[src/rtl/if_id_buffer.sv]
// IF/ID skid buffer: 2-entry in-order FIFO of {pc, instr, misaligned}, one-cycle latency, no bypass.
// Backpressure: in_ready drops only when full and is built from registered state alone; flush empties it.
module if_id_buffer #(
    parameter logic [31:0] NOP_INSTR = 32'h0000_0013
) (
    input  logic        clk,
    input  logic        reset,
    input  logic        in_valid,
    input  logic [31:0] in_pc,
    input  logic [31:0] in_instr,
    output logic        in_ready,
    input  logic        flush,
    output logic        out_valid,
    output logic [31:0] out_pc,
    output logic [31:0] out_instr,
    output logic        out_misaligned,
    input  logic        out_ready,
    output logic [1:0]  occupancy
);

    typedef struct packed {
        logic [31:0] pc;
        logic [31:0] instr;
        logic        misaligned;
    } entry_t;

    entry_t     mem [2];
    entry_t     head;
    logic       wr_ptr;
    logic       rd_ptr;
    logic [1:0] occ;
    logic       push;
    logic       pop;

    assign in_ready  = (occ != 2'd2);
    assign out_valid = (occ != 2'd0);
    assign occupancy = occ;

    assign push = in_valid && in_ready && !flush;
    assign pop  = out_valid && out_ready && !flush;

    always_ff @(posedge clk or negedge reset) begin
        if (!reset) begin
            wr_ptr <= 1'b0;
            rd_ptr <= 1'b0;
            occ    <= 2'd0;
        end else if (flush) begin
            wr_ptr <= 1'b0;
            rd_ptr <= 1'b0;
            occ    <= 2'd0;
        end else begin
            if (push) wr_ptr <= ~wr_ptr;
            if (pop)  rd_ptr <= ~rd_ptr;
            occ <= occ + {1'b0, push} - {1'b0, pop};
        end
    end

    // Payload storage carries no reset; occ alone decides what is visible.
    always_ff @(posedge clk) begin
        if (push) begin
            mem[wr_ptr] <= '{pc: in_pc, instr: in_instr, misaligned: (in_pc[1:0] != 2'b00)};
        end
    end

    assign head = mem[rd_ptr];

    always_comb begin
        out_pc         = 32'h0;
        out_instr      = NOP_INSTR;
        out_misaligned = 1'b0;
        if (out_valid) begin
            out_pc         = head.pc;
            out_instr      = head.instr;
            out_misaligned = head.misaligned;
        end
    end

endmodule

[config.mk]
export PLATFORM = sky130hd
export DESIGN_NAME = if_id_buffer
export DESIGN_NICKNAME = d
export VERILOG_FILES = /design/src/rtl/if_id_buffer.sv
export SDC_FILE = /design/constraint.sdc
export NUM_CORES = 1
export LEC_CHECK = 0
export BUFFER_PORTS_ARGS = -buffer_cell sky130_fd_sc_hd__buf_2
export CAP_MARGIN = 0
export CORE_MARGIN = 2
export CORE_UTILIZATION = 40
export CTS_CLUSTER_SIZE = 8
export DETAILED_ROUTE_END_ITERATION = 6
export PLACE_DENSITY_LB_ADDON = 0.25
export SLEW_MARGIN = 20
export SYNTH_ARGS = -nofsm -noshare
export SYNTH_HDL_FRONTEND = slang
export SYNTH_SLANG_ARGS = --single-unit
[constraint.sdc]
create_clock -name clk -period 5.34 [get_ports clk]
set_input_delay 0.267 -clock clk [delete_from_list [all_inputs] [get_ports clk]]
set_output_delay 0.267 -clock clk [all_outputs]
set_load 0.1 [all_outputs]
==> results of run 1 <==
==> worst reg2reg max path: cells and delay by family (launching register included) <==
kind / cells / cell delay [ns]
buf+inv: 1 / 0.55
flops: 1 / 0.45
simple gates: 3 / 1.22
==> worst max path at each step <==
stage / from / to / slack [ns] / cells after the start
finish: rd_ptr$_DFFE_PN0P_ / out_pc[31] / 2.45 / 4
global route: rd_ptr$_DFFE_PN0P_ / out_pc[31] / 2.29 / 4
CTS: rd_ptr$_DFFE_PN0P_ / out_pc[31] / 2.35 / 4
detailed placement: occupancy[0]$_DFF_PN0_ / mem[1][30]$_DFFE_PP_ / 2.66 / 4
global placement: occupancy[0]$_DFF_PN0_ / mem[0][30]$_DFFE_PP_ / 2.75 / 4
floorplan: occupancy[0]$_DFF_PN0_ / mem[0][0]$_DFFE_PP_ / 0.24 / 3
==> power by group through the flow <==
stage | Clock (mW) | Combinational [mW] | Sequential [mW]
after floorplan | 0 | 0.965 | 1.28
after global placement | 0 | 1.11 | 1.27
final | 1.02 | 1.10 | 1.25
after CTS | 1.04 | 1.12 | 1.26
after global routing | 1.09 | 1.15 | 1.26
after detailed placement | 0 | 1.11 | 1.28
==> registers in the layout, summed over array words and instances, names as in the netlist <==
| name | flops |
|---|---|
| mem | 130 |
| occupancy | 2 |
| rd_ptr | 1 |
| wr_ptr | 1 |
==> layer usage <==
layer | track usage, % | share of wire (%) | vias up
li1 | - | - | 1400
met3 | 5.18 | 7.0 | 14
met1 | 17.3 | 44 | 1404
met2 | 22.4 | 47 | 110
met4 | 6.55 | 2.0 | 0
met5 | 0 | 0 | -
==> synthesized netlist by cell type <==
master | count | share of area, %
o21ai_1 | 1 | 0.096
edfxtp_1 | 130 | 75
buf_12 | 5 | 1.9
xor2_1 | 2 | 0.34
nor2b_1 | 1 | 0.12
dfrtp_1 | 4 | 1.9
nand2b_2 | 1 | 0.17
inv_2 | 1 | 0.072
nor3_1 | 1 | 0.096
buf_4 | 2 | 0.29
or2_2 | 1 | 0.12
a211oi_1 | 1 | 0.14
mux2i_1 | 65 | 13
nand3b_1 | 1 | 0.14
inv_1 | 2 | 0.14
and2_1 | 1 | 0.12
o21bai_1 | 1 | 0.14
nor2_1 | 67 | 4.8
nor2_4 | 1 | 0.22
buf_2 | 6 | 0.58
ha_1 | 2 | 0.48
nand2_1 | 3 | 0.22
buf_6 | 1 | 0.22
==> logic make-up (layout without fill, tap and decap cells) <==
| logic type | after synthesis | count (layout) | synth area share (%) |
|---|---|---|---|
| DFF | 134 | 134 | 77.0 |
| and+or+nand+nor | 77 | 77 | 6.04 |
| muxes | 65 | 65 | 12.5 |
| buffers and inverters | 17 | 177 | 3.23 |
| AOI/OAI and AO/OA | 3 | 3 | 0.385 |
| adders and majority gates | 2 | 2 | 0.481 |
| xor gates and xnor gates | 2 | 2 | 0.337 |
==> cell type report <==
type	count	area share, %
Timing Repair Buffer	142	11.1
Sequential cell	134	61.4
Clock inverter	15	1.46
Clock buffer	17	6.52
Multi-Input combinational cell	149	16.0
Tap cell	172	3.30
Inverter	3	0.173
==> stage by stage <==
step                      hold slack [ns]  util [%]  power [mW]
after floorplan                   -0.0286         -        2.24
after global placement             0.0768      47.3        2.38
after detailed placement           0.0792      47.3        2.39
after CTS                          0.0297      51.5        3.41
after global routing               0.0270      51.5        3.50
final                              0.0475      51.5        3.37
==> results.toml, run 1 <==
[clocking]
clock-sinks = 134
cts.clk_slew.worst_paths_ns = 0.05
cts_tree = "yes"
hold_buffers = 1
htreeDepth = 4
cts_buffers = 17
post_cts_buffers = 0
cts_resized = 0
cts_root_buf = "clkbuf_16"
ctsLongestPathBuffers = 2
clk_latency_ns = 0.40

[grt]
grt_max_degree = 64
antenna_found_initial = 0
grtUsageTotal_pct = 14.1
grt_pass1_vias = 3063
grt_overflow_total = 0
grt_pass1_wl_um = 15000

[setup_path]
ff2ff_path_depth = 4
cp.arrival_ns = 2.62
path_max_fanout = 39
startpoint_type = "flip-flop"
path_cells = "buf_4 > mux2i_1 > nor2_1 > buf_2"
r2r_slack_ns = 2.74
timing.rr.end = "mem[1][34]$_DFFE_PP_"
cp_slowest_stage_delay_ns = 0.74
endpoint_kind = "output port"
critPathRequiredTime_ns = 5.07
path_class = "reg2out"
worstReg2RegStart = "occupancy[0]$_DFF_PN0_"
crit_buf_inv = 2
critical-path-top-delay-family = "buffers and inverters"
cpMaxStageDelayCell = "dfrtp_4"

[timing]
period_needed_ns = 2.89
setup_violations = 0
min_period_over_period_pct = 54.0
slew_headroom_pct = 35.0
skew_ns = 0.00382
drv_slew = 0
fmax_mhz = 346
tightest_slew_ns = 0.973
rsz0062_at_grt = "no"
hold_viol = 0
worst_slack_ns = 2.45
tns_ns = 0

[finish]
nets = 518
final_common_cell = "buf_2"
design_area_sq_um = 6520
final_cells = 632
drive_above_1_share_pct = 37.8
area_growth_pct = 25.5
seqCellArea_sq_um = 4010
diodes = 0
multi_input_area_sq_um = 1040
fill_cells = 1092
final_cell_mix = "137 x buf_2, 130 x edfxtp_1, 65 x nor2_1, 65 x mux2i_1, 17 x clkbuf_16"

[logic_synthesis]
yosysSeqAreaShare_pct = 77.0
syn-mean-instance-area_sq_um = 17.3
synth_nets = 371
ys_warn_count = 0
synth-seq-cells = 134
synth_cells = 300
syn_area_sq_um = 5200
yosysUniqueCellTypes = 23

[power_and_ir_drop]
power_density_nw_per_um2 = 517
pwr-share-clk_pct = 30.1
p_int_mw = 2.02
ir_drop_mv = 0.284
net-switching-power_mw = 1.36
seq_power_share_pct = 37.2
p_comb_share_pct = 32.7
power.leakage_nw = 2.49
swShare_pct = 40.2

[placed_design]
dp.cells = 599
gp_congestion = 0.685
place_area_sq_um = 5990
dpl.hpwl_um = 6000
pre_cts_slack_ns = 2.66
io_buffers = 137

[route]
drt_iter0_markers = 167
wire_per_inst_um = 14.9
dr.pass1.iters = 4
drc = 0
vias = 2928
drt-total-wl_um = 9420
viasPerCell = 4.63
ant_nets = 0

[flow_run]
drv_cap = 0

[floorplan]
row_count = 41
ios = 138
die_w_um = 118
die-area_sq_um = 13900
initial_core_util_pct = 41.0
core_sq_um = 12700
die_y_um = 118

[hold_path]
hold_end = "mem[0][27]$_DFFE_PP_"
hold_depth = 1
worstHoldStart = "in_instr[26]"
min_path_type = "in2reg"

[status]
status = "finished clean"
Power figures use the tool's default switching activity.
==> run 2: changes to the inputs <==
==> constraint.sdc (replaced) <==
create_clock -name clk -period 2.5 [get_ports clk]
set_input_delay 0.125 -clock clk [delete_from_list [all_inputs] [get_ports clk]]
set_output_delay 0.125 -clock clk [all_outputs]
set_load 0.1 [all_outputs]
==> results.toml, run 2 (synthesized netlist as in run 1, its figures left out) <==
[status]
status = "finished clean"

[placed_design]
dpl.hpwl_um = 6180
io_buffers = 137
gp_congestion = 0.777
pre_cts_slack_ns = 0.591

[clocking]
cts_resized = 0
ctsLongestPathBuffers = 2
clock-sinks = 134
cts_tree = "yes"
htreeDepth = 4
clk_latency_ns = 0.40
cts_buffers = 17
cts.clk_slew.worst_paths_ns = 0.05
cts_root_buf = "clkbuf_16"

[grt]
grt_overflow_total = 0
antenna_found_initial = 0
grt_pass1_wl_um = 16200
grt_pass1_vias = 3269
grt_max_degree = 64
grtUsageTotal_pct = 15.2

[power_and_ir_drop]
power_density_nw_per_um2 = 1000
seq_power_share_pct = 36.6
net-switching-power_mw = 2.89
p_total_mw = 7.32
p_comb_share_pct = 34.6
p_int_mw = 4.43
swShare_pct = 39.5
ir_drop_mv = 0.671
pwr-share-clk_pct = 28.8
power.leakage_nw = 2.80

[finish]
diodes = 0
area_growth_pct = 40.2
drive_above_1_share_pct = 33.1
nets = 587
final_cell_mix = "134 x buf_2, 130 x edfxtp_1, 66 x dlygate4sd3_1, 65 x nor2_1, 65 x mux2i_1"
largest_reg_flops = 130
final_common_cell = "buf_2"
final_util_pct = 57.5
top_register = "mem"

[floorplan]
die_y_um = 118
initial_core_util_pct = 41.0
core_sq_um = 12700
die-area_sq_um = 13900
row_count = 41
ios = 138
die_w_um = 118

[timing]
hold_slack_ns = 0.0561
tightest_slew_ns = 0.497
slew_headroom_pct = 66.8
worst_slack_ns = 0.250
min_period_over_period_pct = 90.0
rsz0062_at_grt = "no"
period_needed_ns = 2.25
fmax_mhz = 444
tns_ns = 0
hold_viol = 0
drv_slew = 0
skew_ns = 0.00473
setup_violations = 0

[setup_path]
cpMaxStageDelayCell = "dfrtp_4"
cp_slowest_stage_delay_ns = 0.72
startpoint_type = "flip-flop"
path_cells = "buf_12 > mux2i_1 > nor2_1 > buf_2"
critPathRequiredTime_ns = 2.38
cp.arrival_ns = 2.13
endpoint_kind = "output port"
path_max_fanout = 26
path_class = "reg2out"

[route]
vias = 3159
drt_iter0_markers = 119
drt-total-wl_um = 10200
dr.pass1.iters = 4
wl_met3_um = 591
highest_layer = "met4"
viasPerCell = 4.53
ant_nets = 0
m1WireLength_um = 4530
dr_wl_met2_um = 5010
drc = 0
wire_per_inst_um = 14.7

[hold_path]
min_path_type = "in2async"

[flow_run]
drv_cap = 0
## run 2: cell types whose count changed in the layout (fill, tap and decap cells not counted)
cell / before / now
clkinvlp_4: 1 / 0
clkinv_1: 6 / 7
nand2b_2: 1 / 0
buf_12: 0 / 7
dfrtp_4: 1 / 2
dfrtp_2: 0 / 1
dlygate4sd3_1: 1 / 66
nand2b_4: 0 / 1
clkinv_2: 7 / 2
dfrtp_1: 3 / 1
buf_2: 137 / 134
clkbuf_1: 0 / 2
## run 2: cell type report
class	count	area, sq um
fillers	1033	5380
clock buffers	19	433
clock inverters	10	66.3
multi-input cells	149	1050
well taps	172	215
repair buffers	211	1500
inverters	3	11.3
flip-flops and latches	134	4010
## run 2: power by group through the flow
stage	Combinational [mW]	Sequential (mW)	Clock (mW)
4_1_cts	2.55	2.68	2.17
3_5_place_dp	2.46	2.73	0
2_1_floorplan	2.07	2.72	0
6_report	2.53	2.68	2.11
3_3_place_gp	2.46	2.72	0
5_1_grt	2.63	2.69	2.25
## run 2: what timing repair did
action                                 4_1_cts  5_1_grt
endpoints found under the hold margin      135        0
hold buffers                                66        0
setup buffers                                0        0
## run 2: path summary, 6_finish.rpt
check | startpoint | to | cells after the start | slack [ns]
worst max-delay path | rd_ptr$_DFFE_PN0P_ | out_instr[24] | 4 | 0.25
worst min-delay path | reset | occupancy[0]$_DFF_PN0_ | 2 | 0.06
worst max register to register | occupancy[0]$_DFF_PN0_ | occupancy[1]$_DFF_PN0_ | 8 | 0.60
worst min register to register | wr_ptr$_DFFE_PN0P_ | wr_ptr$_DFFE_PN0P_ | 1 | 0.55
max in group asynchronous | reset | rd_ptr$_DFFE_PN0P_ | 2 | 2.30
min in group clk | in_valid | wr_ptr$_DFFE_PN0P_ | 3 | 0.08
## run 2: worst max-delay path, delay by kind of cell, from the launching register on
kind	cells	cell delay, ns
flip-flops	1	0.72
buffers and inverters	2	0.71
AND/OR/NAND/NOR	1	0.15
multiplexers	1	0.10
## run 2: through the flow
step	instance area, sq um	std cells
2_1_floorplan	5220	300
3_3_place_gp	6130	603
3_5_place_dp	6130	603
4_1_cts	7290	698
5_1_grt	7290	698
6_report	7290	698
## run 2: routing by layer
| metal | track usage, % | vias to the layer above |
|---|---|---|
| met5 | 0 | - |
| met4 | 6.02 | 0 |
| met3 | 5.18 | 10 |
| met2 | 25.6 | 104 |
| met1 | 17.9 | 1498 |
| li1 | - | 1547 |
